==> config.mk <==
export PLATFORM = sky130hd
export DESIGN_NAME = csrfile_flat
export DESIGN_NICKNAME = d
export VERILOG_FILES = /design/src/rtl/csrfile_pkg.sv /design/src/rtl/csrfile_if.sv /design/src/rtl/csr_counter64.sv /design/src/rtl/csrfile.sv /design/src/flat_wrapper.sv
export SDC_FILE = /design/constraint.sdc
export NUM_CORES = 1
export LEC_CHECK = 0
export CORE_MARGIN = 5
export CORE_UTILIZATION = 43
export DETAILED_ROUTE_END_ITERATION = 6
export GPL_TIMING_DRIVEN = 0
export PLACE_DENSITY = 0.74
export RECOVER_POWER = 50
export SLEW_MARGIN = 20
export SYNTH_ARGS = -nofsm -noshare
export SYNTH_HDL_FRONTEND = slang
export SYNTH_HIERARCHICAL = 1
export SYNTH_SLANG_ARGS = --single-unit
==> constraint.sdc <==
create_clock -name clk -period 3.1 [get_ports clk]
set_input_delay 0.62 -clock clk [delete_from_list [all_inputs] [get_ports clk]]
set_output_delay 0.62 -clock clk [all_outputs]
set_load 0.02 [all_outputs]
==> src/rtl/csrfile_pkg.sv <==
// Shared definitions for the machine-mode CSR file: implemented addresses,
// status/interrupt bit positions and writable masks.
package csrfile_pkg;

    typedef enum logic [11:0] {
        CSR_MSTATUS   = 12'h300,
        CSR_MISA      = 12'h301,
        CSR_MIE       = 12'h304,
        CSR_MTVEC     = 12'h305,
        CSR_MSCRATCH  = 12'h340,
        CSR_MEPC      = 12'h341,
        CSR_MCAUSE    = 12'h342,
        CSR_MTVAL     = 12'h343,
        CSR_MIP       = 12'h344,
        CSR_MCYCLE    = 12'hB00,
        CSR_MINSTRET  = 12'hB02,
        CSR_MCYCLEH   = 12'hB80,
        CSR_MINSTRETH = 12'hB82,
        CSR_MVENDORID = 12'hF11,
        CSR_MARCHID   = 12'hF12,
        CSR_MIMPID    = 12'hF13,
        CSR_MHARTID   = 12'hF14
    } csr_addr_t;

    localparam int MSTATUS_MIE_BIT  = 3;
    localparam int MSTATUS_MPIE_BIT = 7;
    localparam int MSTATUS_MPP_LO   = 11;

    localparam int MIP_MSIP_BIT = 3;
    localparam int MIP_MTIP_BIT = 7;
    localparam int MIP_MEIP_BIT = 11;

    localparam logic [31:0] MIE_WMASK   = 32'h0000_0888;
    localparam logic [31:0] ALIGN4_MASK = 32'hFFFF_FFFC;

    // mtvec and mepc both drop the two low address bits
    function automatic logic [31:0] align4(input logic [31:0] value);
        return value & ALIGN4_MASK;
    endfunction

endpackage

==> src/rtl/csrfile_if.sv <==
// Execute read port, commit update port, interrupt lines and exported trap
// state of the CSR file. master = pipeline side, slave = csrfile.
interface csrfile_if #(
    parameter int CSR_ADDR_WIDTH = 12,
    parameter int REG_DATA_WIDTH = 32,
    parameter int COMMIT_WIDTH   = 4
);
    localparam int RC_W = $clog2(COMMIT_WIDTH + 1);

    logic [CSR_ADDR_WIDTH-1:0] excsr_csrf_addr;
    logic [REG_DATA_WIDTH-1:0] csrf_excsr_data;

    logic                      commit_csrf_we;
    logic [CSR_ADDR_WIDTH-1:0] commit_csrf_waddr;
    logic [REG_DATA_WIDTH-1:0] commit_csrf_wdata;
    logic [RC_W-1:0]           commit_csrf_retire_count;
    logic                      commit_csrf_trap;
    logic [REG_DATA_WIDTH-1:0] commit_csrf_trap_cause;
    logic [REG_DATA_WIDTH-1:0] commit_csrf_trap_pc;
    logic [REG_DATA_WIDTH-1:0] commit_csrf_trap_tval;
    logic                      commit_csrf_mret;

    logic                      ext_msip;
    logic                      ext_mtip;
    logic                      ext_meip;

    logic [REG_DATA_WIDTH-1:0] csrf_mtvec;
    logic [REG_DATA_WIDTH-1:0] csrf_mepc;
    logic                      csrf_mstatus_mie;
    logic                      csrf_int_pending;

    modport master (
        output excsr_csrf_addr,
        input  csrf_excsr_data,
        output commit_csrf_we, commit_csrf_waddr, commit_csrf_wdata,
        output commit_csrf_retire_count,
        output commit_csrf_trap, commit_csrf_trap_cause,
        output commit_csrf_trap_pc, commit_csrf_trap_tval,
        output commit_csrf_mret,
        output ext_msip, ext_mtip, ext_meip,
        input  csrf_mtvec, csrf_mepc, csrf_mstatus_mie, csrf_int_pending
    );

    modport slave (
        input  excsr_csrf_addr,
        output csrf_excsr_data,
        input  commit_csrf_we, commit_csrf_waddr, commit_csrf_wdata,
        input  commit_csrf_retire_count,
        input  commit_csrf_trap, commit_csrf_trap_cause,
        input  commit_csrf_trap_pc, commit_csrf_trap_tval,
        input  commit_csrf_mret,
        input  ext_msip, ext_mtip, ext_meip,
        output csrf_mtvec, csrf_mepc, csrf_mstatus_mie, csrf_int_pending
    );

endinterface

==> src/rtl/csr_counter64.sv <==
// 64-bit counter split into two writable halves; a written half wins over
// the increment, and writing the low half suppresses the carry into the high.
module csr_counter64 #(
    parameter int DATA_W = 32,
    parameter int INC_W  = 1
) (
    input  logic              clk,
    input  logic              rst,
    input  logic [INC_W-1:0]  inc,
    input  logic              wr_lo,
    input  logic              wr_hi,
    input  logic [DATA_W-1:0] wdata,
    output logic [DATA_W-1:0] lo,
    output logic [DATA_W-1:0] hi
);

    logic [DATA_W-1:0]   lo_q, lo_d;
    logic [DATA_W-1:0]   hi_q, hi_d;
    logic [2*DATA_W-1:0] sum;

    always_comb begin
        sum  = {hi_q, lo_q} + (2*DATA_W)'(inc);
        lo_d = sum[DATA_W-1:0];
        hi_d = sum[2*DATA_W-1:DATA_W];
        if (wr_lo) begin
            lo_d = wdata;
            hi_d = hi_q;
        end
        if (wr_hi) begin
            hi_d = wdata;
        end
    end

    always_ff @(posedge clk) begin
        if (rst) begin
            lo_q <= '0;
            hi_q <= '0;
        end else begin
            lo_q <= lo_d;
            hi_q <= hi_d;
        end
    end

    assign lo = lo_q;
    assign hi = hi_q;

endmodule

==> src/rtl/csrfile.sv <==
// Machine-mode CSR file: zero-latency read port for execute, commit-time
// writes, trap entry / mret updates and the mcycle/minstret counters.
module csrfile
    import csrfile_pkg::*;
#(
    parameter int                          CSR_ADDR_WIDTH = 12,
    parameter int                          REG_DATA_WIDTH = 32,
    parameter int                          COMMIT_WIDTH   = 4,
    parameter logic [REG_DATA_WIDTH-1:0]   MISA_VALUE     = 32'h4000_1100,
    parameter logic [REG_DATA_WIDTH-1:0]   MTVEC_RESET    = 32'h8000_0000
) (
    input  logic      clk,
    input  logic      rst,
    csrfile_if.slave  bus
);

    localparam int RC_W = $clog2(COMMIT_WIDTH + 1);

    logic [CSR_ADDR_WIDTH-1:0] raddr;
    logic [CSR_ADDR_WIDTH-1:0] waddr;
    logic [REG_DATA_WIDTH-1:0] wdata;
    logic [RC_W-1:0]           retire_count;
    logic                      trap;
    logic                      mret;
    logic                      csr_wr;

    logic                      mstatus_mie_q, mstatus_mie_d;
    logic                      mstatus_mpie_q, mstatus_mpie_d;
    logic [REG_DATA_WIDTH-1:0] mie_reg_q, mie_reg_d;
    logic [REG_DATA_WIDTH-1:0] mtvec_q, mtvec_d;
    logic [REG_DATA_WIDTH-1:0] mepc_q, mepc_d;
    logic [REG_DATA_WIDTH-1:0] mscratch_q, mscratch_d;
    logic [REG_DATA_WIDTH-1:0] mcause_q, mcause_d;
    logic [REG_DATA_WIDTH-1:0] mtval_q, mtval_d;

    logic [REG_DATA_WIDTH-1:0] mstatus_val;
    logic [REG_DATA_WIDTH-1:0] mip_val;
    logic [REG_DATA_WIDTH-1:0] rdata;

    logic [REG_DATA_WIDTH-1:0] mcycle_lo, mcycle_hi;
    logic [REG_DATA_WIDTH-1:0] minstret_lo, minstret_hi;

    assign raddr        = bus.excsr_csrf_addr;
    assign waddr        = bus.commit_csrf_waddr;
    assign wdata        = bus.commit_csrf_wdata;
    assign retire_count = bus.commit_csrf_retire_count;
    assign trap         = bus.commit_csrf_trap;
    assign mret         = bus.commit_csrf_mret;

    // A CSR instruction write only lands when neither trap nor mret retires
    assign csr_wr = bus.commit_csrf_we & ~trap & ~mret;

    always_comb begin
        mstatus_mie_d  = mstatus_mie_q;
        mstatus_mpie_d = mstatus_mpie_q;
        mie_reg_d      = mie_reg_q;
        mtvec_d        = mtvec_q;
        mepc_d         = mepc_q;
        mscratch_d     = mscratch_q;
        mcause_d       = mcause_q;
        mtval_d        = mtval_q;
        if (trap) begin
            mepc_d         = align4(bus.commit_csrf_trap_pc);
            mcause_d       = bus.commit_csrf_trap_cause;
            mtval_d        = bus.commit_csrf_trap_tval;
            mstatus_mpie_d = mstatus_mie_q;
            mstatus_mie_d  = 1'b0;
        end else if (mret) begin
            mstatus_mie_d  = mstatus_mpie_q;
            mstatus_mpie_d = 1'b1;
        end else if (csr_wr) begin
            case (waddr)
                CSR_MSTATUS: begin
                    mstatus_mie_d  = wdata[MSTATUS_MIE_BIT];
                    mstatus_mpie_d = wdata[MSTATUS_MPIE_BIT];
                end
                CSR_MIE:      mie_reg_d  = wdata & MIE_WMASK;
                CSR_MTVEC:    mtvec_d    = align4(wdata);
                CSR_MSCRATCH: mscratch_d = wdata;
                CSR_MEPC:     mepc_d     = align4(wdata);
                CSR_MCAUSE:   mcause_d   = wdata;
                CSR_MTVAL:    mtval_d    = wdata;
                default:      ;
            endcase
        end
    end

    always_ff @(posedge clk) begin
        if (rst) begin
            mstatus_mie_q  <= 1'b0;
            mstatus_mpie_q <= 1'b0;
            mie_reg_q      <= '0;
            mtvec_q        <= MTVEC_RESET;
            mepc_q         <= '0;
            mscratch_q     <= '0;
            mcause_q       <= '0;
            mtval_q        <= '0;
        end else begin
            mstatus_mie_q  <= mstatus_mie_d;
            mstatus_mpie_q <= mstatus_mpie_d;
            mie_reg_q      <= mie_reg_d;
            mtvec_q        <= mtvec_d;
            mepc_q         <= mepc_d;
            mscratch_q     <= mscratch_d;
            mcause_q       <= mcause_d;
            mtval_q        <= mtval_d;
        end
    end

    csr_counter64 #(
        .DATA_W (REG_DATA_WIDTH),
        .INC_W  (1)
    ) u_mcycle (
        .clk   (clk),
        .rst   (rst),
        .inc   (1'b1),
        .wr_lo (csr_wr && (waddr == CSR_MCYCLE)),
        .wr_hi (csr_wr && (waddr == CSR_MCYCLEH)),
        .wdata (wdata),
        .lo    (mcycle_lo),
        .hi    (mcycle_hi)
    );

    csr_counter64 #(
        .DATA_W (REG_DATA_WIDTH),
        .INC_W  (RC_W)
    ) u_minstret (
        .clk   (clk),
        .rst   (rst),
        .inc   (retire_count),
        .wr_lo (csr_wr && (waddr == CSR_MINSTRET)),
        .wr_hi (csr_wr && (waddr == CSR_MINSTRETH)),
        .wdata (wdata),
        .lo    (minstret_lo),
        .hi    (minstret_hi)
    );

    // MPP is hardwired to machine mode, so it always reads 2'b11
    always_comb begin
        mstatus_val                         = '0;
        mstatus_val[MSTATUS_MPP_LO +: 2]    = 2'b11;
        mstatus_val[MSTATUS_MIE_BIT]        = mstatus_mie_q;
        mstatus_val[MSTATUS_MPIE_BIT]       = mstatus_mpie_q;
        mip_val                             = '0;
        mip_val[MIP_MSIP_BIT]               = bus.ext_msip;
        mip_val[MIP_MTIP_BIT]               = bus.ext_mtip;
        mip_val[MIP_MEIP_BIT]               = bus.ext_meip;
    end

    always_comb begin
        rdata = '0;
        case (raddr)
            CSR_MSTATUS:   rdata = mstatus_val;
            CSR_MISA:      rdata = MISA_VALUE;
            CSR_MIE:       rdata = mie_reg_q;
            CSR_MTVEC:     rdata = mtvec_q;
            CSR_MSCRATCH:  rdata = mscratch_q;
            CSR_MEPC:      rdata = mepc_q;
            CSR_MCAUSE:    rdata = mcause_q;
            CSR_MTVAL:     rdata = mtval_q;
            CSR_MIP:       rdata = mip_val;
            CSR_MCYCLE:    rdata = mcycle_lo;
            CSR_MCYCLEH:   rdata = mcycle_hi;
            CSR_MINSTRET:  rdata = minstret_lo;
            CSR_MINSTRETH: rdata = minstret_hi;
            CSR_MVENDORID: rdata = '0;
            CSR_MARCHID:   rdata = '0;
            CSR_MIMPID:    rdata = '0;
            CSR_MHARTID:   rdata = '0;
            default:       rdata = '0;
        endcase
    end

    assign bus.csrf_excsr_data  = rdata;
    assign bus.csrf_mtvec       = mtvec_q;
    assign bus.csrf_mepc        = mepc_q;
    assign bus.csrf_mstatus_mie = mstatus_mie_q;
    assign bus.csrf_int_pending = (|(mip_val & mie_reg_q)) & mstatus_mie_q;

endmodule

==> src/flat_wrapper.sv <==
// flat-port wrapper written by rule: the top's interface ports become plain ports
module csrfile_flat import csrfile_pkg::*;
#(
    parameter int                          CSR_ADDR_WIDTH = 12,
    parameter int                          REG_DATA_WIDTH = 32,
    parameter int                          COMMIT_WIDTH   = 4,
    parameter logic [REG_DATA_WIDTH-1:0]   MISA_VALUE     = 32'h4000_1100,
    parameter logic [REG_DATA_WIDTH-1:0]   MTVEC_RESET    = 32'h8000_0000
)
  (clk, rst, bus_excsr_csrf_addr, bus_csrf_excsr_data, bus_commit_csrf_we, bus_commit_csrf_waddr, bus_commit_csrf_wdata, bus_commit_csrf_retire_count, bus_commit_csrf_trap, bus_commit_csrf_trap_cause, bus_commit_csrf_trap_pc, bus_commit_csrf_trap_tval, bus_commit_csrf_mret, bus_ext_msip, bus_ext_mtip, bus_ext_meip, bus_csrf_mtvec, bus_csrf_mepc, bus_csrf_mstatus_mie, bus_csrf_int_pending);
  csrfile_if #(.CSR_ADDR_WIDTH(CSR_ADDR_WIDTH), .REG_DATA_WIDTH(REG_DATA_WIDTH), .COMMIT_WIDTH(COMMIT_WIDTH)) bus_i ();
  input  logic clk;
  input  logic rst;
  input wire logic [$bits(bus_i.excsr_csrf_addr)-1:0] bus_excsr_csrf_addr;
  output wire logic [$bits(bus_i.csrf_excsr_data)-1:0] bus_csrf_excsr_data;
  input wire logic [$bits(bus_i.commit_csrf_we)-1:0] bus_commit_csrf_we;
  input wire logic [$bits(bus_i.commit_csrf_waddr)-1:0] bus_commit_csrf_waddr;
  input wire logic [$bits(bus_i.commit_csrf_wdata)-1:0] bus_commit_csrf_wdata;
  input wire logic [$bits(bus_i.commit_csrf_retire_count)-1:0] bus_commit_csrf_retire_count;
  input wire logic [$bits(bus_i.commit_csrf_trap)-1:0] bus_commit_csrf_trap;
  input wire logic [$bits(bus_i.commit_csrf_trap_cause)-1:0] bus_commit_csrf_trap_cause;
  input wire logic [$bits(bus_i.commit_csrf_trap_pc)-1:0] bus_commit_csrf_trap_pc;
  input wire logic [$bits(bus_i.commit_csrf_trap_tval)-1:0] bus_commit_csrf_trap_tval;
  input wire logic [$bits(bus_i.commit_csrf_mret)-1:0] bus_commit_csrf_mret;
  input wire logic [$bits(bus_i.ext_msip)-1:0] bus_ext_msip;
  input wire logic [$bits(bus_i.ext_mtip)-1:0] bus_ext_mtip;
  input wire logic [$bits(bus_i.ext_meip)-1:0] bus_ext_meip;
  output wire logic [$bits(bus_i.csrf_mtvec)-1:0] bus_csrf_mtvec;
  output wire logic [$bits(bus_i.csrf_mepc)-1:0] bus_csrf_mepc;
  output wire logic [$bits(bus_i.csrf_mstatus_mie)-1:0] bus_csrf_mstatus_mie;
  output wire logic [$bits(bus_i.csrf_int_pending)-1:0] bus_csrf_int_pending;
  assign bus_i.excsr_csrf_addr = bus_excsr_csrf_addr;
  assign bus_csrf_excsr_data = bus_i.csrf_excsr_data;
  assign bus_i.commit_csrf_we = bus_commit_csrf_we;
  assign bus_i.commit_csrf_waddr = bus_commit_csrf_waddr;
  assign bus_i.commit_csrf_wdata = bus_commit_csrf_wdata;
  assign bus_i.commit_csrf_retire_count = bus_commit_csrf_retire_count;
  assign bus_i.commit_csrf_trap = bus_commit_csrf_trap;
  assign bus_i.commit_csrf_trap_cause = bus_commit_csrf_trap_cause;
  assign bus_i.commit_csrf_trap_pc = bus_commit_csrf_trap_pc;
  assign bus_i.commit_csrf_trap_tval = bus_commit_csrf_trap_tval;
  assign bus_i.commit_csrf_mret = bus_commit_csrf_mret;
  assign bus_i.ext_msip = bus_ext_msip;
  assign bus_i.ext_mtip = bus_ext_mtip;
  assign bus_i.ext_meip = bus_ext_meip;
  assign bus_csrf_mtvec = bus_i.csrf_mtvec;
  assign bus_csrf_mepc = bus_i.csrf_mepc;
  assign bus_csrf_mstatus_mie = bus_i.csrf_mstatus_mie;
  assign bus_csrf_int_pending = bus_i.csrf_int_pending;
  csrfile #(.CSR_ADDR_WIDTH(CSR_ADDR_WIDTH), .REG_DATA_WIDTH(REG_DATA_WIDTH), .COMMIT_WIDTH(COMMIT_WIDTH), .MISA_VALUE(MISA_VALUE), .MTVEC_RESET(MTVEC_RESET)) u_core (.clk(clk), .rst(rst), .bus(bus_i));
endmodule
==> results.txt <==
The maximum operating frequency is 320 MHz, and the final critical path time including I/O delays and setup is 3.12 ns. The flip-flop cell with the highest count after synthesis was sky130_fd_sc_hd__dfxtp_1. The fraction of final layout cells sized beyond drive strength 1 works out to 15.9%. The logs give 0 for the number of max-slew violations in the final report and 0.0185 ns for the final clock skew.

The cell area that synthesis handed to floorplanning was 16700 um^2. The tools report the final core utilization as 58.4%. Across all layers, the routed design uses 19991 vias. The tools report the initial antenna violation count as 5. After detailed routing, the average wire length per cell comes to 30.0 um. For the power after layout, the log shows 9380 uW.

The logs give 43000 um^2 for the full die area and 1.05 for the routability congestion estimate. The run gives 0 as the total overflow reported by the global router. 261 I/O pins were placed. The number of failing setup endpoints in the final timing report was 1. Setup repair after global routing could not meet its margin everywhere. The count of flip-flops with a built-in enable after synthesis came out at 0. The worst endpoint required time was 2.48 ns. The average via count per standard cell is 6.64, and the number of max-cap violations is 0. For this configuration, the core starts out at a cell density of 43.4%.

The tree is rooted in a sky130_fd_sc_hd__clkbuf_16. The tools report the area of the core region as 38600 um^2. The die is 207 um tall. Via count of the first global-routing pass: 19249. For this design, the CTS-stage hold fixing added 0 buffers.

The clock tree synthesis step divided the H-tree into 2 levels. The highest fanout seen on the critical path was 10. In the synthesized netlist the async set-or-reset flop fraction comes to 0%.

After detailed routing, the number of remaining DRC violations is 10. The mean cell area of the mapped netlist was 7.93 um^2; the total length of routed wires was 90300 um. The half-perimeter wire length after placement was 68500 um; the clock latency of the later-clocked register in the worst-skew pair was 0.55 ns.

In this run, CTS created clock tree buffers numbering 36. At the pin with the least slew margin, the transition time is 0.977 ns. Once layout is done, the placed cells without fillers occupy 22500 um^2. The tools report the kind of start point of the critical path as an input port. The period utilization was 101%; the area growth from synthesis to layout was 34.4%. The flow ran to the end, but the final reports show violations.

TritonCTS built the clock tree. After clock tree synthesis, the clock-pin slew on the worst setup and hold paths is 0.06 ns. The count of nets left with antenna violations once routing finished came out at 0.

Leaving out fill and tap cells, the most frequent cells in the layout are sky130_fd_sc_hd__dfxtp_1 (289), sky130_fd_sc_hd__nand2_1 (236), sky130_fd_sc_hd__nor2_1 (181). After the last flow step, the layout net total stands at 2635. The critical path is of the in -> out type.

Measured along the x axis, the die boundary spans 207 um. The analysis attributes to cell leakage a power of 0.00807 uW. In this run the tool buffered the top-level ports with 251 buffer cells.

VDD sags by at most 0.413 mV. For this run, the number of Yosys warnings is 6. Leading cell type in the layout, fill and taps excluded: sky130_fd_sc_hd__dfxtp_1. The power per cell area works out to 417 nW/um^2.

The synthesized design spends more area on one cell type than any other, namely sky130_fd_sc_hd__dfxtp_1. For this run, the detailed router's first-pass iteration total came to 7. Yosys attributes the largest share of cell area to sky130_fd_sc_hd__dfxtp_1 (35%), sky130_fd_sc_hd__nand2_1 (5.4%), sky130_fd_sc_hd__nor2_1 (4.4%), sky130_fd_sc_hd__a2111oi_0 (3.9%), sky130_fd_sc_hd__a21oi_1 (3.9%). The tools report the number of distinct standard cells referenced by the synthesized netlist as 81.

The final reports fail on DRC, setup timing. The smallest setup slack after layout is -0.0207 ns. The number of buffers on the longest clock path came out at 3. The first global-routing pass estimated 129000 um of wire. Once placement finished, the instance area stood at 19900 um^2. Timing analysis after detailed placement gives a worst setup slack of -2.03 ns.

The worst hold path class is reg -> reg. The run gives 289 as the count of clock tree sinks. In this run, the number of DRC markers left after iteration 0 of detailed routing was 2888. For this run, the total global-route usage over all layers was measured as 39.4%. The worst slew margin relative to its limit came out at 34.9%. The logs give 14 for the pin count of the biggest net entering global routing and 34.6% for the share of synthesized area occupied by flip-flops and latches. After synthesis, the largest area contributor takes up 34.6% of total cell area. Counting flops and latches in the post-synthesis netlist gives 289.

The number of hold violations in the final report came out at 0. The worst setup path is captured at an output pin. The post-synthesis cell count is 2112.

For the cell row count, the log shows 72. Data on the critical path arrives at its endpoint at 2.50 ns.
-- power by group --
group	internal (uW)	leakage [uW]	switching (uW)	total, uW
logic	444	0.00512	632	1080
registers	3820	0.00235	113	3930
clock network	2620	0.000600	1750	4370
-- Yosys cell counts, drive strengths merged (46+ instances only) --
master	count
a21oi	161
dfxtp	289
nor2	202
a2111oi	98
nand3	82
inv	50
nor2b	100
nand2	243
xor2	46
clkbuf	119
nor3	129
mux2i	51
nand4	60
-- state kept, by name, summed over array words and instances, names as in the netlist --
name,count
u_core/bus.csrf_mtvec,30
u_core/u_minstret/lo,32
u_core/u_minstret/hi,32
u_core/bus.csrf_mstatus_mie,1
u_core/u_mcycle/lo,32
u_core/mtval_q,32
u_core/u_mcycle/hi,32
u_core/mie_reg_q,3
u_core/mstatus_mpie_q,1
u_core/bus.csrf_mepc,30
u_core/mcause_q,32
u_core/mscratch_q,32
-- metal layers --
metal | wire (um) | global-route usage (%)
met4 | 7460 | 26.4
met1 | 33500 | 48.8
met2 | 38500 | 59.8
met5 | 22 | 0
met3 | 10800 | 11.1
-- what timing repair did --
item | in CTS | in global routing
setup endpoints to repair | 146 | 112
endpoints found under the hold margin | 0 | 0
buffers inserted | 48 | 15
gates resized for setup | 368 | 46
pin swaps | 39 | 21
cloned | 2 | 1
-- cells by family after synthesis --
kind of cell	share of synthesized area [%]
muxes	3.72
adders and majority gates	0.493
AOI/OAI and AO/OA	21.6
xor gates and xnor gates	4.71
and+or+nand+nor	29.6
DFF	34.6
buffers and inverters	5.32
other	0.0449
-- worst max-delay path, cell delays in order --
cell and delay, ns:
sky130_fd_sc_hd__buf_2 0.15, sky130_fd_sc_hd__buf_6 0.16, sky130_fd_sc_hd__nor4bb_4 0.18, sky130_fd_sc_hd__clkbuf_8 0.17, sky130_fd_sc_hd__buf_4 0.15, sky130_fd_sc_hd__a222oi_1 0.57, sky130_fd_sc_hd__o211ai_1 0.27, sky130_fd_sc_hd__buf_4 0.22
-- final timing paths --
path | start | to | slack (ns) | cells after the start
max | bus_excsr_csrf_addr[0] | bus_csrf_excsr_data[6] | -0.02 | 8
min | u_core/mscratch_q[1]$_SDFFE_PP0P_ | u_core/mscratch_q[1]$_SDFFE_PP0P_ | 0.46 | 2
max reg2reg | u_core/u_mcycle/lo[16]$_SDFF_PP0_ | u_core/u_mcycle/hi[14]$_SDFFE_PP0P_ | 0.06 | 7
min reg2reg | u_core/mscratch_q[1]$_SDFFE_PP0P_ | u_core/mscratch_q[1]$_SDFFE_PP0P_ | 0.46 | 2
-- per-stage QoR --
stage          instances  TNS [ns]  hold WS [ns]
5_1_grt             3011   -0.0412         0.482
3_5_place_dp        2884   -192.81         0.449
2_1_floorplan       2115         0         0.432
4_1_cts             2998   -0.0201         0.455
6_report            3012   -0.0207         0.457
3_3_place_gp        2884   -185.26         0.445
-- final cells by class --
cell class	count	area [um^2]
antenna	1	2.50
buffer	159	968
clock buffer	55	1100
clock inverter	10	110
fill	3523	16100
inverter	50	190
multi-input combinational	1613	10700
sequential	289	5790
tap	518	648
timing repair buffer	317	2980
Note: power is estimated with default switching activity, not from simulation.
